==> src/rtl/cic_integrator_decim.sv <==
// Integrator-and-decimate half of the receiver CIC decimator: STAGES cascaded integrators, one output every R strobes.
// Optional build macro CIC_DECIM_VARIABLE_EN adds a runtime decimation rate port (i_decim_rate).
module cic_integrator_decim #(
  parameter int STAGES     = 3,
  parameter int DECIMATION = 16,
  parameter int IN_WIDTH   = 16,
  parameter int ACC_WIDTH  = 28
) (
  input  logic                        clock,
  input  logic                        reset,
  input  logic                        i_in_strobe,
  input  logic signed [IN_WIDTH-1:0]  i_in_data,
`ifdef CIC_DECIM_VARIABLE_EN
  input  logic        [15:0]          i_decim_rate,
`endif
  output logic                        o_out_strobe,
  output logic signed [ACC_WIDTH-1:0] o_out_data
);

  localparam logic [15:0] C_DECIM = 16'(DECIMATION);

  logic signed [ACC_WIDTH-1:0] r_acc [STAGES];
  logic        [15:0]          r_cnt;
  logic signed [ACC_WIDTH-1:0] r_out_data;
  logic                        r_out_strobe;

  logic signed [ACC_WIDTH-1:0] w_in_ext;
  logic                        w_last;

  assign w_in_ext = ACC_WIDTH'(i_in_data);

`ifdef CIC_DECIM_VARIABLE_EN
  // Active rate only changes at a frame boundary so a frame is never truncated.
  logic [15:0] r_rate;
  logic [15:0] w_next_rate;

  assign w_next_rate = (i_decim_rate == 16'd0) ? 16'd1 : i_decim_rate;
  assign w_last      = (r_cnt == r_rate - 16'd1);
`else
  assign w_last      = (r_cnt == C_DECIM - 16'd1);
`endif

  // NOTE: sequential state uses non-blocking assignments so every integrator reads its neighbour's pre-update value.
  always_ff @(posedge clock) begin
    if (reset) begin
      for (int k = 0; k < STAGES; k++) r_acc[k] <= '0;
      r_cnt        <= '0;
      r_out_data   <= '0;
      r_out_strobe <= 1'b0;
`ifdef CIC_DECIM_VARIABLE_EN
      r_rate       <= C_DECIM;
`endif
    end else begin
      r_out_strobe <= 1'b0;
      if (i_in_strobe) begin
        // Modular wrap at ACC_WIDTH is intentional; the downstream combs cancel it.
        r_acc[0] <= r_acc[0] + w_in_ext;
        for (int k = 1; k < STAGES; k++) r_acc[k] <= r_acc[k] + r_acc[k-1];
        if (w_last) begin
          r_cnt        <= '0;
          r_out_data   <= r_acc[STAGES-1];
          r_out_strobe <= 1'b1;
`ifdef CIC_DECIM_VARIABLE_EN
          r_rate       <= w_next_rate;
`endif
        end else begin
          r_cnt <= r_cnt + 16'd1;
        end
      end
    end
  end

  assign o_out_strobe = r_out_strobe;
  assign o_out_data   = r_out_data;

endmodule

==> config.mk <==
export PLATFORM = sky130hd
export DESIGN_NAME = cic_integrator_decim
export DESIGN_NICKNAME = d
export VERILOG_FILES = /design/src/rtl/cic_integrator_decim.sv
export SDC_FILE = /design/constraint.sdc
export NUM_CORES = 1
export LEC_CHECK = 0
export CORE_MARGIN = 4
export CORE_UTILIZATION = 50
export CTS_CLUSTER_SIZE = 12
export DETAILED_ROUTE_END_ITERATION = 8
export PLACE_DENSITY = 0.69
export SETUP_SLACK_MARGIN = 0.4
export SYNTH_ARGS = -nofsm -noshare
export SYNTH_HDL_FRONTEND = slang
export SYNTH_SLANG_ARGS = --single-unit
==> constraint.sdc <==
create_clock -name clock -period 6.6 [get_ports clock]
set_input_delay 0.66 -clock clock [delete_from_list [all_inputs] [get_ports clock]]
set_output_delay 0.66 -clock clock [all_outputs]
set_load 0.01 [all_outputs]
==> flow_metrics.tcl <==
set metrics [dict create \
    grt_max_degree 86 \
    gp_congestion 0.928 \
    syn2layout_area_growth_pct 14.2 \
    setup_viol 0 \
    r2r_end "r_acc[0][54]" \
    dieArea_um2 19600 \
    met1_length_um 9530 \
    async_reset_ff_share_pct 0 \
    insertion_delay_ps 420 \
    htree_levels 4 \
    io_buffers 47 \
    viasPerCell 5.62 \
    status "finished, final reports clean" \
    hold_path_class "reg2reg" \
    fin_tns_setup_ps 0 \
    end_kind "flip-flop" \
    path_delay_family "simple AND/OR/NAND/NOR gates" \
    slew_headroom_pct 22.7 \
    yosys_warnings 0 \
    crit_cells 10 \
    r2r_cells 10 \
    initial_core_util_pct 50.8 \
    dieWidth_um 140 \
    synth_area_um2 8720 \
    placed_cell_area_um2 9400 \
    synth-seq-area-share_pct 39.3 \
    synthMuxAreaShare_pct 0.918 \
    critPathMaxStageDelay_ps 710 \
    drive_gt1_share_pct 5.57 \
    stdcell_area_um2 9960 \
    worstPathMaxFanout 13 \
    wire_per_inst_um 15.3 \
    endpoint "r_acc[0][27]" \
    fin_worst_skew_ps 8.64 \
    r2r-start "r_acc[0][0]" \
    clockRootBuffer "clkbuf_16" \
    core_um2 17200 \
    hold_violations 0 \
    antenna_found_initial 0 \
    cts.hold.buffers_added 0 \
    ios 48 \
    grt_pass1_wl_um 30600 \
    tightest_slew_ps 1160 \
    ys_top_cells_by_count "110 x nor2_1, 84 x edfxtp_1, 82 x ha_1" \
    yosys.area_share.simple_pct 16.5 \
    synthXorXnorAreaFrac_pct 7.23 \
    die_y_um 140 \
    grt_pass1_vias 6314 \
    yosysMostFrequentCell "nor2_1" \
    crit_buf_inv 1 \
    highest_layer "met4" \
    wl_um 18200 \
    grtUsageTotal_pct 19.0 \
    power_leakage_nw 4.22 \
    dr.first_iter.drc_count 528 \
    rsz0062_at_grt "false" \
    crit_type "in2reg" \
    clk_pin_slew_ps 60 \
    startpoint_type "primary input" \
    synth_area_leaders "edfxtp_1 29%, ha_1 12%, dfxtp_1 10%" \
    cts_tree "done" \
    syn_inst 918 \
    syn_nets 1022 \
    fmax_mhz 289 \
    dpl.hpwl_um 13300 \
    wl_met2_um 7850 \
    drv_slew 0 \
    synth.top_cell.area_share_pct 28.9 \
    crit_chain "clkdlybuf4s50_1, ha_1, nand3_1, or3_1, nor3_1, a21oi_1, o31ai_1, o21ai_1, xnor2_1, nor2_1" \
    ant_nets 0 \
    cts-buffers-inserted 17 \
    clock_path_buffers 2 \
    syn-mean-instance-area_um2 9.50 \
    post_cts_buffers 0 \
    row_count 48 \
    cp-startpoint "i_in_data[15]" \
    crit_slowest_cell "clkdlybuf4s50_1" \
    period_share_pct 52.4 \
    cp.required_ps 6750 \
    overflow 0 \
    maxCapViolations 0 \
    arrival_ps 3610 \
    synth.largest_area_cell "edfxtp_1" \
    synth_top_family_by_area "compound AO/OA/AOI/OAI gates" \
    vdd_drop_max_v 0.000186 \
    nets 1061 \
    synth_compound_area_share_pct 21.2 \
    ys.flop_type "edfxtp_1" \
    drtPass1Iterations 5 \
    synth_fa_ha_area_share_pct 12.5 \
    synth_cell_types 63 \
    r2r_setup_slack_ps 3420 \
    drc 0 \
    wl_met3_um 665 \
    synth_edf_count 84 \
    p_per_area_nw_per_um2 259 \
    min_period_ps 3460 \
    antenna_cells 0 \
    post_cts_resize_count 0 \
    ys_ff_latch 129 \
    num_vias 6721 \
    cts.sinks 129 \
]
==> placed cells by master (no fill, tap or decap), types with 6 or more instances in the layout <==
master / synthesis / final
nor2b_1: 7 / 6
mux2i_1: 8 / 8
and2_1: 16 / 16
xnor2_1: 37 / 37
a21o_1: 44 / 44
clkinv_4: 0 / 6
edfxtp_1: 84 / 84
a21oi_1: 79 / 78
ha_1: 82 / 82
o21a_1: 13 / 13
nor2_1: 110 / 109
a211oi_1: 10 / 10
nand3_1: 26 / 26
nand2b_1: 13 / 12
and4_1: 7 / 7
o21ai_0: 36 / 36
o21bai_1: 13 / 13
dfxtp_1: 45 / 45
and3_1: 8 / 8
a22o_1: 28 / 28
clkbuf_16: 0 / 17
inv_1: 24 / 24
xor2_1: 35 / 35
nor3_1: 24 / 24
nand2_1: 51 / 51
clkdlybuf4s50_1: 0 / 47
nand4_1: 12 / 12
==> logic make-up (layout without fill, tap and decap cells) <==
| family | after synthesis | in the layout |
|---|---|---|
| AOI/OAI and AO/OA | 271 | 271 |
| xor gates and xnor gates | 72 | 72 |
| DFF | 129 | 129 |
| and+or+nand+nor | 298 | 298 |
| muxes | 8 | 8 |
| adders and majority gates | 85 | 85 |
| buffers and inverters | 55 | 107 |
==> power by group <==
part           internal, mW  switching, mW
clock network         0.524          0.362
logic                 0.299          0.398
registers             0.941         0.0581
total                  1.76          0.818
==> cell type report <==
type | count | area (um^2)
fillers | 1516 | 7220
clock inverters | 13 | 128
repair buffers | 51 | 500
multi-input cells | 734 | 5100
well taps | 225 | 282
inverters | 24 | 90.1
clock buffers | 19 | 433
flip-flops and latches | 129 | 3420
==> routing by layer <==
layer	global-route usage [%]	up-vias
li1	-	3503
met1	27.3	3103
met4	5.46	0
met3	3.72	13
met2	29.3	102
met5	0	-
==> sequential cells by signal, indices dropped and copies added (netlist names) <==
register,flops
r_acc,84
o_out_data,28
r_cnt,16
o_out_strobe,1
==> how the worst min path moves through the flow <==
stage,start,to,depth (start not counted)
after detailed placement,o_out_data[26],o_out_data[26],1
after floorplan,r_cnt[1],r_cnt[1],2
after global routing,o_out_data[2],o_out_data[2],1
final,o_out_data[21],o_out_data[21],1
after global placement,o_out_data[0],o_out_data[0],1
after CTS,o_out_data[14],o_out_data[14],1
==> metrics by stage <==
| step | setup WS, ps | utilization, % | std cells | hold slack [ps] | power [mW] |
|---|---|---|---|---|---|
| final | 3140 | 58.0 | 1195 | 475 | 2.58 |
| after global routing | 2850 | 58.0 | 1195 | 494 | 2.73 |
| after CTS | 3150 | 58.0 | 1195 | 480 | 2.60 |
| after detailed placement | 2710 | 54.7 | 1163 | 466 | 1.70 |
| after global placement | 2790 | 54.7 | 1163 | 460 | 1.69 |
| after floorplan | 3770 | - | 918 | 462 | 1.55 |
Note: power is estimated with default switching activity, not from simulation.
==> RTL edit (config.mk and constraints unchanged) <==
Add an input register stage for `i_in_strobe` and `i_in_data`; this delays them by one clock.
--- a/src/rtl/cic_integrator_decim.sv
+++ b/src/rtl/cic_integrator_decim.sv
@@ -21,2 +21,10 @@
 
+  logic i_in_strobe_q;
+  logic signed [IN_WIDTH-1:0] i_in_data_q;
+
+  always_ff @(posedge clock) begin
+    i_in_strobe_q <= i_in_strobe;
+    i_in_data_q   <= i_in_data;
+  end
+
   logic signed [ACC_WIDTH-1:0] r_acc [STAGES];
@@ -29,3 +37,3 @@
 
-  assign w_in_ext = ACC_WIDTH'(i_in_data);
+  assign w_in_ext = ACC_WIDTH'(i_in_data_q);
 
@@ -54,3 +62,3 @@
       r_out_strobe <= 1'b0;
-      if (i_in_strobe) begin
+      if (i_in_strobe_q) begin
         // Modular wrap at ACC_WIDTH is intentional; the downstream combs cancel it.
Behaviour: same outputs for any inputs over 10 cycles, from zero or initial values and one cycle with reset high; that may be too few to reach the edited logic, so the function may still have changed.
==> RTL edit against the original RTL <==
  * Hold slack gained 2.4 ps
  * Sequential cell count grew 17
  * Clock skew grew 2.7 ps
  * Area after synthesis grew 3.6%
  * Cell area grew 3.4%
  * Routed wire length grew 5.3%
  * Power grew 8.2%
  * Combinational power grew 3%
  * Setup slack gained 360 ps
==> RTL edit: results (changes against the original RTL) <==
[min_path]
hold_end = o_out_data[27]$_SDFFE_PP0P_
min_from = o_out_data[27]$_SDFFE_PP0P_

[pwr]
cellLeakagePower_nw = 4.398  ; +4.1%

[critical_path]
crit_fanout = 5  ; -8
max_stage_delay_ps = 500  ; -210 ps
worstPathArrival_ps = 3280  ; -330 ps
r2r_end = r_acc[0][25]$_SDFFCE_PN0P_
cpLargestDelayFamily = compound AO/OA/AOI/OAI gates
worstSetupPathType = flop to flop
reg2reg_from = r_acc[0][1]$_SDFFCE_PN0P_
endpoint = r_acc[0][25]$_SDFFCE_PN0P_

[final_layout]
drive_gt1_frac = 0.05561  ; -0.00005837
n_fill_cell = 1524  ; +0.53%

[routing]
first_iter_violations = 459  ; -13%
viasPerCell = 5.749  ; +2.2%

[timing]
relSlewSlack = 0.1716  ; -0.05537
clock_skew_ps = 11.29  ; +2.651 ps
fin_ws_ps = 3504  ; +363.9 ps

[global_route]
grt_pass1_wl_um = 32540  ; +6.5%
grt_pass1_vias = 6609  ; +4.7%
track_usage = 0.1977  ; +0.007790

[logic_synthesis]
ys_types = 70  ; +11%
yosys-top-cells-count = nor2_1 (117), edfxtp_1 (84), ha_1 (82)
synth_edf_count = 84  ; unchanged
synth.area.top_cells = edfxtp_1 (28%), dfxtp_1 (14%), ha_1 (11%)
yosysSeqAreaShare = 0.4167  ; +0.02403

[cts]
clock-sinks = 146  ; +13%

[placed_design]
place_hpwl_um = 13800  ; +3.7%
gp_congestion = 0.9155  ; -1.3%

[outcome]
status = finished clean

-- RTL edit: changes by cell type in the layout (fill, tap and decap cells not counted), sizes merged, moves of 7 or more --
| cell | unedited run | this run |
|---|---|---|
| nand2 | 51 | 64 |
| dfxtp | 45 | 62 |
| and4 | 8 | 0 |
| nor2 | 110 | 117 |
| a21oi | 80 | 65 |
| o21ai | 38 | 48 |
-- RTL edit: cells by family (layout without fill, tap and decap cells) --
group                    after synthesis  in the layout  synth area share
flip-flops                           146            146            0.4167
AND/OR/NAND/NOR                      307            307            0.1576
buffers and inverters                 48            100           0.02009
multiplexers                           4              4          0.004710
AO/OA/AOI/OAI                        274            274            0.2099
adder cells (fa/ha/maj)               85             85            0.1202
XOR/XNOR                              73             73           0.07079
-- RTL edit: cell type report --
class,instances,share of cell area
Clock inverter,12,0.01082
Timing Repair Buffer,50,0.04789
Sequential cell,146,0.3656
Multi-Input combinational cell,743,0.4953
Tap cell,225,0.02735
Inverter,18,0.006563
Clock buffer,20,0.04655
-- RTL edit: metal layers --
metal / routed length, um / track usage
met4: 230 / 0.05603
met5: 0 / 0
met1: 10020 / 0.2967
met3: 965 / 0.03562
met2: 7994 / 0.2927
-- RTL edit: power by group --
part           total [W]  internal [W]  switching [W]
clock           0.000959      0.000541       0.000418
combinational   0.000717      0.000303       0.000414
sequential       0.00112       0.00105      0.0000665
-- RTL edit: per-stage QoR --
step	hold slack, ps	total power [W]	cell area, sq um	cells
6_report	477.3	0.002794	10290	1214
5_1_grt	492.2	0.002951	10290	1214
4_1_cts	483.5	0.002802	10290	1214
3_5_place_dp	466.2	0.001838	9704	1182
3_3_place_gp	462.2	0.001832	9704	1182
2_1_floorplan	462.4	0.001682	9032	937
